$ cat config.mk
export PLATFORM = sky130hd
export DESIGN_NAME = working_zone_decoder_flat
export DESIGN_NICKNAME = d
export VERILOG_FILES = /design/src/rtl/wz_pkg.sv /design/src/rtl/working_zone_decoder_if.sv /design/src/rtl/wz_code_decode.sv /design/src/rtl/working_zone_decoder.sv /design/src/flat_wrapper.sv
export SDC_FILE = /design/constraint.sdc
export NUM_CORES = 1
export LEC_CHECK = 0
export CORE_UTILIZATION = 49
export CTS_CLUSTER_DIAMETER = 80
export DETAILED_ROUTE_END_ITERATION = 8
export MAX_ROUTING_LAYER = met4
export PLACE_DENSITY = 0.73
export SLEW_MARGIN = 20
export SYNTH_ARGS = -nofsm -noshare
export SYNTH_HDL_FRONTEND = slang
export SYNTH_SLANG_ARGS = --single-unit
$ cat constraint.sdc
create_clock -name i_clk -period 4.5 [get_ports i_clk]
set_input_delay 0.9 -clock i_clk [delete_from_list [all_inputs] [get_ports i_clk]]
set_output_delay 0.9 -clock i_clk [all_outputs]
set_load 0.01 [all_outputs]
$ cat src/rtl/wz_pkg.sv
// Shared definitions for the working-zone encoder/decoder pair: FSM states,
// default geometry, RAM map and code-byte field positions.
package wz_pkg;

   typedef enum logic [5:0] {
      S_WAIT   = 6'b000001,
      S_READ   = 6'b000010,
      S_LAST   = 6'b000100,
      S_DECODE = 6'b001000,
      S_WRITE  = 6'b010000,
      S_DONE   = 6'b100000
   } wz_state_t;

   localparam int         N_WZ_DEF      = 8;
   localparam int         WZ_DIM_DEF    = 4;
   localparam logic [7:0] BASE_ADDR_DEF = 8'd0;
   localparam logic [7:0] CODE_ADDR_DEF = 8'd9;
   localparam logic [7:0] OUT_ADDR_DEF  = 8'd10;

   // code byte layout: {flag, zone[2:0], one-hot offset[3:0]}
   localparam int FLAG_BIT = 7;
   localparam int ZONE_HI  = 6;
   localparam int ZONE_LO  = 4;
   localparam int OFS_LO   = 0;

endpackage

$ cat src/rtl/working_zone_decoder_if.sv
// RAM bus plus start/done handshake between the decoder (master) and the
// shared RAM / sequencer side (slave).
interface working_zone_decoder_if;
   logic        i_start;
   logic [7:0]  i_data;
   logic [15:0] o_address;
   logic        o_en;
   logic        o_we;
   logic [7:0]  o_data;
   logic        o_done;
   logic        o_err;

   modport master (
      input  i_start, i_data,
      output o_address, o_en, o_we, o_data, o_done, o_err
   );

   modport slave (
      output i_start, i_data,
      input  o_address, o_en, o_we, o_data, o_done, o_err
   );
endinterface

$ cat src/rtl/wz_code_decode.sv
// Combinational code-byte decode: pass-through or base[zone] + one-hot offset.
// Illegal-code detection only when WZ_ERR_CHECK_EN is defined.
module wz_code_decode
   import wz_pkg::*;
#(
   parameter int N_WZ   = N_WZ_DEF,
   parameter int WZ_DIM = WZ_DIM_DEF
) (
   input  logic [7:0]            code,
   input  logic [N_WZ-1:0][7:0]  bases,
   output logic [7:0]            result,
   output logic                  illegal
);

   logic [ZONE_HI-ZONE_LO:0] zone;
   logic [7:0]               offset;

   assign zone = code[ZONE_HI:ZONE_LO];

   // scanning downwards leaves the lowest set bit; all-zero yields offset 0
   always_comb begin
      offset = '0;
      for (int i = WZ_DIM - 1; i >= 0; i--) begin
         if (code[OFS_LO + i]) begin
            offset = 8'(i);
         end
      end
   end

`ifdef WZ_ERR_CHECK_EN
   logic [3:0] ones;
   always_comb begin
      ones = '0;
      for (int i = 0; i < WZ_DIM; i++) begin
         if (code[OFS_LO + i]) begin
            ones = ones + 4'd1;
         end
      end
      illegal = code[FLAG_BIT] && (ones != 4'd1);
   end
`else
   assign illegal = 1'b0;
`endif

   always_comb begin
      result = code;
      if (code[FLAG_BIT] && !illegal) begin
         result = bases[zone] + offset;
      end
   end

endmodule

$ cat src/rtl/working_zone_decoder.sv
// Working-zone decoder: reads N_WZ bases + code byte, writes decoded address.
// o_done 13 edges after start; o_err driven only with WZ_ERR_CHECK_EN defined.
module working_zone_decoder
   import wz_pkg::*;
#(
   parameter int         N_WZ      = N_WZ_DEF,
   parameter int         WZ_DIM    = WZ_DIM_DEF,
   parameter logic [7:0] BASE_ADDR = BASE_ADDR_DEF,
   parameter logic [7:0] CODE_ADDR = CODE_ADDR_DEF,
   parameter logic [7:0] OUT_ADDR  = OUT_ADDR_DEF
) (
   input  logic                  i_clk,
   input  logic                  i_rst_n,
   working_zone_decoder_if.master bus
);

   localparam int CW = $clog2(N_WZ + 1);
   localparam int IW = $clog2(N_WZ);

   wz_state_t            state;
   logic [CW-1:0]        rd_cnt;
   logic [CW-1:0]        tag_idx;
   logic                 tag_vld;
   logic [N_WZ-1:0][7:0] bases;
   logic [7:0]           code;
   logic [7:0]           addr_q;
   logic [7:0]           dat_q;
   logic                 en_q;
   logic                 we_q;
   logic                 done_q;
   logic                 err_q;
   logic [7:0]           result;
   logic                 illegal;

   wz_code_decode #(.N_WZ(N_WZ), .WZ_DIM(WZ_DIM)) u_decode (
      .code    (code),
      .bases   (bases),
      .result  (result),
      .illegal (illegal)
   );

   assign bus.o_address = {8'h00, addr_q};
   assign bus.o_en      = en_q;
   assign bus.o_we      = we_q;
   assign bus.o_data    = dat_q;
   assign bus.o_done    = done_q;
   assign bus.o_err     = err_q;

   always_ff @(posedge i_clk or negedge i_rst_n) begin
      if (!i_rst_n) begin
         state   <= S_WAIT;
         rd_cnt  <= '0;
         tag_idx <= '0;
         tag_vld <= 1'b0;
         bases   <= '0;
         code    <= '0;
         addr_q  <= '0;
         dat_q   <= '0;
         en_q    <= 1'b0;
         we_q    <= 1'b0;
         done_q  <= 1'b0;
         err_q   <= 1'b0;
      end else begin
         // RAM data lags its address by one cycle, so the read slot is tagged
         tag_vld <= en_q & ~we_q;
         tag_idx <= rd_cnt;
         if (tag_vld) begin
            if (tag_idx == CW'(N_WZ)) begin
               code <= bus.i_data;
            end else begin
               bases[tag_idx[IW-1:0]] <= bus.i_data;
            end
         end

         unique case (state)
            S_WAIT: begin
               if (bus.i_start) begin
                  state  <= S_READ;
                  rd_cnt <= '0;
                  en_q   <= 1'b1;
                  we_q   <= 1'b0;
                  addr_q <= BASE_ADDR;
               end
            end
            S_READ: begin
               if (rd_cnt == CW'(N_WZ)) begin
                  state <= S_LAST;
                  en_q  <= 1'b0;
               end else begin
                  rd_cnt <= rd_cnt + CW'(1);
                  addr_q <= (rd_cnt == CW'(N_WZ - 1)) ? CODE_ADDR
                                                      : BASE_ADDR + 8'(rd_cnt) + 8'd1;
               end
            end
            S_LAST: begin
               state <= S_DECODE;
            end
            S_DECODE: begin
               state  <= S_WRITE;
               dat_q  <= result;
               err_q  <= illegal;
               en_q   <= 1'b1;
               we_q   <= 1'b1;
               addr_q <= OUT_ADDR;
            end
            S_WRITE: begin
               state  <= S_DONE;
               en_q   <= 1'b0;
               we_q   <= 1'b0;
               done_q <= 1'b1;
            end
            S_DONE: begin
               if (!bus.i_start) begin
                  state  <= S_WAIT;
                  done_q <= 1'b0;
                  err_q  <= 1'b0;
               end
            end
            default: begin
               state <= S_WAIT;
            end
         endcase
      end
   end

endmodule

$ cat src/flat_wrapper.sv
// flat-port wrapper written by rule: the top's interface ports become plain ports
module working_zone_decoder_flat import wz_pkg::*;
#(
   parameter int         N_WZ      = N_WZ_DEF,
   parameter int         WZ_DIM    = WZ_DIM_DEF,
   parameter logic [7:0] BASE_ADDR = BASE_ADDR_DEF,
   parameter logic [7:0] CODE_ADDR = CODE_ADDR_DEF,
   parameter logic [7:0] OUT_ADDR  = OUT_ADDR_DEF
)
  (i_clk, i_rst_n, bus_i_start, bus_i_data, bus_o_address, bus_o_en, bus_o_we, bus_o_data, bus_o_done, bus_o_err);
  working_zone_decoder_if bus_i ();
  input  logic i_clk;
  input  logic i_rst_n;
  input wire logic [$bits(bus_i.i_start)-1:0] bus_i_start;
  input wire logic [$bits(bus_i.i_data)-1:0] bus_i_data;
  output wire logic [$bits(bus_i.o_address)-1:0] bus_o_address;
  output wire logic [$bits(bus_i.o_en)-1:0] bus_o_en;
  output wire logic [$bits(bus_i.o_we)-1:0] bus_o_we;
  output wire logic [$bits(bus_i.o_data)-1:0] bus_o_data;
  output wire logic [$bits(bus_i.o_done)-1:0] bus_o_done;
  output wire logic [$bits(bus_i.o_err)-1:0] bus_o_err;
  assign bus_i.i_start = bus_i_start;
  assign bus_i.i_data = bus_i_data;
  assign bus_o_address = bus_i.o_address;
  assign bus_o_en = bus_i.o_en;
  assign bus_o_we = bus_i.o_we;
  assign bus_o_data = bus_i.o_data;
  assign bus_o_done = bus_i.o_done;
  assign bus_o_err = bus_i.o_err;
  working_zone_decoder #(.N_WZ(N_WZ), .WZ_DIM(WZ_DIM), .BASE_ADDR(BASE_ADDR), .CODE_ADDR(CODE_ADDR), .OUT_ADDR(OUT_ADDR)) u_core (.i_clk(i_clk), .i_rst_n(i_rst_n), .bus(bus_i));
endmodule
==> After elaboration in Yosys (flattened, before gate mapping) <==
Cells that the tools add are included.
{ "word_totals": {"ff_bits": 107, "output_inout_bits": 28} }
{ "op_classes": {"mux": 29, "n_eq_ne": 13, "add_sub_neg": 3, "reduce_logical": 16, "bitwise_logic": 3, "order_cmp": 3} }
{ "ops": {"columns": ["op", "count"], "rows": [
  ["$mux 8", 9],
  ["$bwmux 64", 1],
  ["$pmux 6 s6", 1],
  ["$bmux 8 s3", 1],
  ["$demux 8 s3", 1],
  ["$pmux 8 s3", 1],
  ["$mux 6", 3],
  ["$reduce_and 3->1", 4],
  ["$reduce_and 2->1", 5],
  ["$add 8x8->8", 1],
  ["$eq 4x4->1 const B", 2],
  ["$lt 3x4->1 const B", 2],
  ["$mux 4", 2],
  ["$pmux 4 s2", 1],
  ["$eq 6x1->1 const B", 1],
  ["$eq 6x2->1 const B", 1],
  ["$eq 6x3->1 const B", 1],
  ["$eq 6x4->1 const B", 1],
  ["$eq 6x5->1 const B", 1],
  ["$eq 6x6->1 const B", 1],
  ["$ne 2x2->1 const B", 3],
  ["$reduce_bool 2->1", 3],
  ["$reduce_bool 3->1", 2],
  ["$add 4x1->5 const B", 1],
  ["other kinds (13)", 18]
]} }

==> Depth between registers and ports, before layout <==
{ "logic_depth": {"ltp_word": 6, "depth_mapped": 10, "mapped_depth_nobuf": 9} }

==> Cells and area by module <==
Synthesis repeated with hierarchy kept, for this count alone.
{ "hier_totals": {"hier_cells": 374, "area_unflattened_um2": 5243.8} }
{ "by_module_without_submodules": {"columns": ["mod", "n_inst", "cells_each", "seq_area_each_um2", "area_each_um2"], "rows": [
  ["working_zone_decoder", 1, 305, 2603.7, 4347.9],
  ["wz_code_decode", 1, 69, 0.0, 895.9]
]} }

==> Worst setup path before layout <==
Ideal clock, no wire load.
{ "synth_timing": {"path_type": "reg2reg", "from": "reg u_core.code[4]", "to": "reg u_core.dat_q[7], in the netlist u_core.bus.o_data[7]", "path_slack_ps": 2007, "setup_ps": 92, "path_stages_with_launch": 11, "synth_period_minus_slack_ps": 2493, "arrival_ps": 2400, "cell_sequence": "dfrtp_1 -> buf_6 -> buf_6 -> mux4_2 -> mux2i_1 -> inv_1 -> ha_1 -> a21oi_1 -> nor4_2 -> a21boi_0 -> o31ai_2"} }
{ "synth_between": {"elab_chain_len": 4} }
{ "synth_lines": {"columns": ["element", "line_no", "text"], "rows": [
  ["from (decl)", "working_zone_decoder.sv:25", "logic [7:0] code;"],
  ["from (signal assigned)", "working_zone_decoder.sv:69", "code <= bus.i_data;"],
  ["$bmux 8 s3", "wz_code_decode.sv:48", "result = bases[zone] + offset;"],
  ["$mux 8 (not written as such)", "wz_code_decode.sv:48", null],
  ["$add 8x8->8", "wz_code_decode.sv:48", null],
  ["$mux 8", "wz_code_decode.sv:47", "if (code[FLAG_BIT] && !illegal) begin"],
  ["to (signal assigned)", "working_zone_decoder.sv:100", "dat_q <= result;"],
  ["to (decl)", "working_zone_decoder.sv:27", "logic [7:0] dat_q;"]
]} }
No other way between the ends. The select of a mux whose other input is x is not followed.
A chain may end at the register's enable or synchronous reset.

==> Final worst setup path <==
{ "layout_timing": {"from": "reg u_core.code[5]", "to": "reg u_core.dat_q[7], in the netlist u_core.bus.o_data[7]"} }
Same word-level chain as after synthesis.

==> flow_summary_export.csv <==
group,metric,value,unit
die,rows,36,
job,maxCapViolations,0,
sta,min_period,2.80,ns
die,die_height,103,um
synthesis,yosysMostFrequentCell,"dfrtp_1",
cts,root_buffer,"clkbuf_8",
detailed_routing,drc_errors,0,
place,dp.cells,519,
cts,cts_tree,"built",
sta,rsz0062_at_grt,"false",
detailed_routing,vias,3043,
global_route,grt_pass1_vias,3013,
detailed_routing,drt_pass1_iterations,4,
synthesis,synth-seq-area-share,51.7,%
cts,cts_hold_buffers,0,
place,port_buffers,26,
synthesis,syn_avg_cell_area,13.5,um^2
synthesis,synthTopCellsByCount,"102 x dfrtp_1, 75 x mux2_2, 15 x nand2_1, 14 x nor2_1, 13 x a21oi_1",
power_and_ir_drop,leakage,2.36,nW
sta,setup_viol,0,
worst_setup_path,slowest_delay,0.88,ns
worst_setup_path,critical_path.cell_chain,"mux4_2, mux2i_1, inv_1, ha_1, a21oi_1, nor4_2, a21boi_0, o31ai_2",
detailed_routing,wl,9650,um
layout,diodes,0,
worst_hold_path,hp-class,"flip-flop to flip-flop",
synthesis,synth.area.top_cells,"dfrtp_1 51%, mux2_2 17%, mux4_2 5.4%",
cts,numCtsBuffers,9,
power_and_ir_drop,vdd_drop_max,0.000308,V
global_route,grt_overflow,0,
layout,area_growth,10.3,%
outcome,status,"finished, final reports clean",
worst_setup_path,cp_slowest_cell,"dfrtp_1",
detailed_routing,drt_iter0_drc,152,
sta,clock-skew-final,0.0111,ns
synthesis,syn_inst,371,
cts,clkTransAtPathRegs,0.10,ns
worst_setup_path,critPathLaunchType,"flip-flop",
global_route,antenna_found_initial,0,
global_route,grt_pass1_wl,15500,um
synthesis,yosys_warnings,0,
cts,cts_buffer_depth,2,
synthesis,synthArstFlopShare,100,%
global_route,grt_max_degree,76,
power_and_ir_drop,powerDensity,603,nW/um^2
worst_setup_path,cp-end-kind,"flip-flop",
worst_setup_path,required,4.79,ns
cts,ctsResizeCount,0,
worst_setup_path,crit_family,"flip-flops",
synthesis,synth_top_area_share,51.1,%
synthesis,synth-edff-count,0,
place,hpwl,6630,um
cts,numClockSinks,103,
detailed_routing,wl_per_cell,18.1,um
cts,insertion_delay,0.38,ns
sta,max_freq,357,MHz
synthesis,ys_types,54,
synthesis,syn_area,4990,um^2
layout,nets,413,
die,fp.coreArea,9820,um^2
synthesis,ys_ff_latch,103,
sta,setup-tns-final,0,ns
die,io_pins,39,
synthesis,yosysTopAreaCell,"dfrtp_1",
sta,maxSlewHeadroom,31.8,%
die,die_x,103,um
layout,stdcell_count,533,
sta,fin_crit_sh,62.2,%
die,die-area,10600,um^2
sta,worst_pin_slew,1.02,ns
sta,slew_violations,0,
worst_setup_path,arrival,3.10,ns
worst_setup_path,worstSetupPathType,"flip-flop to flip-flop",
cts,cts-htree-levels,3,
worst_setup_path,path_buf_inv,1,
detailed_routing,viasPerCell,5.71,
die,initial_core_util,50.8,%
detailed_routing,antenna_left,0,
layout,drive_above_1_share,30.5,%
synthesis,synthFlopType,"dfrtp_1",
worst_setup_path,worstPathMaxFanout,18,
sta,hold_viol_final,0,
cts,postCtsSetupRepairBufs,0,
global_route,grt_use_total,20.8,%
place,gp_congestion,0.813,
[layout make-up]
class | instances | area, um^2
clock buffers | 9 | 124
clock inverters | 5 | 60.1
fillers | 826 | 4310
inverters | 11 | 41.3
multi-input cells | 243 | 2250
flip-flops and latches | 103 | 2580
well taps | 133 | 166
repair buffers | 29 | 280
[logic make-up after synthesis]
kind of cell / after synthesis / synth area share, %
multiplexers: 103 / 27.3
flip-flops: 103 / 51.7
AND/OR/NAND/NOR: 74 / 9.05
AO/OA/AOI/OAI: 45 / 5.76
buffers and inverters: 36 / 4.01
adder cells (fa/ha/maj): 5 / 1.40
XOR/XNOR: 4 / 0.702
other: 1 / 0.0751
[metal layers]
| metal | wire length [um] | share of wire (%) | vias to the layer above | GRT usage (%) |
|---|---|---|---|---|
| met2 | 4730 | 49 | 78 | 32.0 |
| li1 | - | - | 1390 | - |
| met3 | 436 | 4.5 | 11 | 5.42 |
| met4 | 166 | 1.7 | 0 | 8.02 |
| met1 | 4320 | 45 | 1564 | 26.5 |
| met5 | 0 | 0 | - | - |
[registers in the layout (all words and copies together), names as in the netlist, 4 cells and up]
register           count
u_core.state           6
u_core.bus.o_data      8
u_core.rd_cnt          4
u_core.code            8
u_core.addr_q          5
u_core.tag_idx         4
u_core.bases          64
[metrics by stage]
step / power, W / instance area, um^2 / hold slack, ns / util (%) / setup WS (ns)
after global routing: 0.00354 / 5510 / 0.490 / 56.1 / 1.47
after floorplan: 0.00246 / 5030 / 0.416 / - / 2.01
after detailed placement: 0.00278 / 5320 / 0.452 / 54.2 / 1.76
after global placement: 0.00273 / 5320 / 0.450 / 54.2 / 1.81
final: 0.00332 / 5510 / 0.467 / 56.1 / 1.70
after CTS: 0.00335 / 5510 / 0.470 / 56.1 / 1.73
[worst paths after layout]
kind,startpoint,endpoint,slack (ns),cells after the start
setup / recovery,u_core.code[5],u_core.bus.o_data[7],1.70,8
hold / removal,u_core.rd_cnt[1],u_core.tag_idx[1],0.47,0
setup reg to reg,u_core.code[5],u_core.bus.o_data[7],1.70,8
hold reg to reg,u_core.rd_cnt[1],u_core.tag_idx[1],0.47,0
max in group asynchronous,i_rst_n,u_core.addr_q[4],2.85,2
min in group asynchronous,i_rst_n,u_core.addr_q[0],0.64,1
[report_power, final]
part | total [W] | switching (W) | leakage [nW] | internal (W)
Sequential | 0.00146 | 0.000264 | 1.27 | 0.00120
Combinational | 0.00129 | 0.000571 | 1.00 | 0.000721
Clock | 0.000561 | 0.000308 | 0.0915 | 0.000253
[layout by cell type, fill, tap and decap left out, drive strengths merged, types with 9 or more instances in the layout]
master         synthesis  routed
clkbuf                 8       9
dfrtp                102     102
nand2                 16      16
nor2                  14      14
o21ai                 14      14
mux2                  75      75
clkdlybuf4s50          0      25
inv                   11      12
a21oi                 14      14
conb                   1      12
mux4                  16      16
mux2i                 12      12
Note: power is estimated with default switching activity, not from simulation.
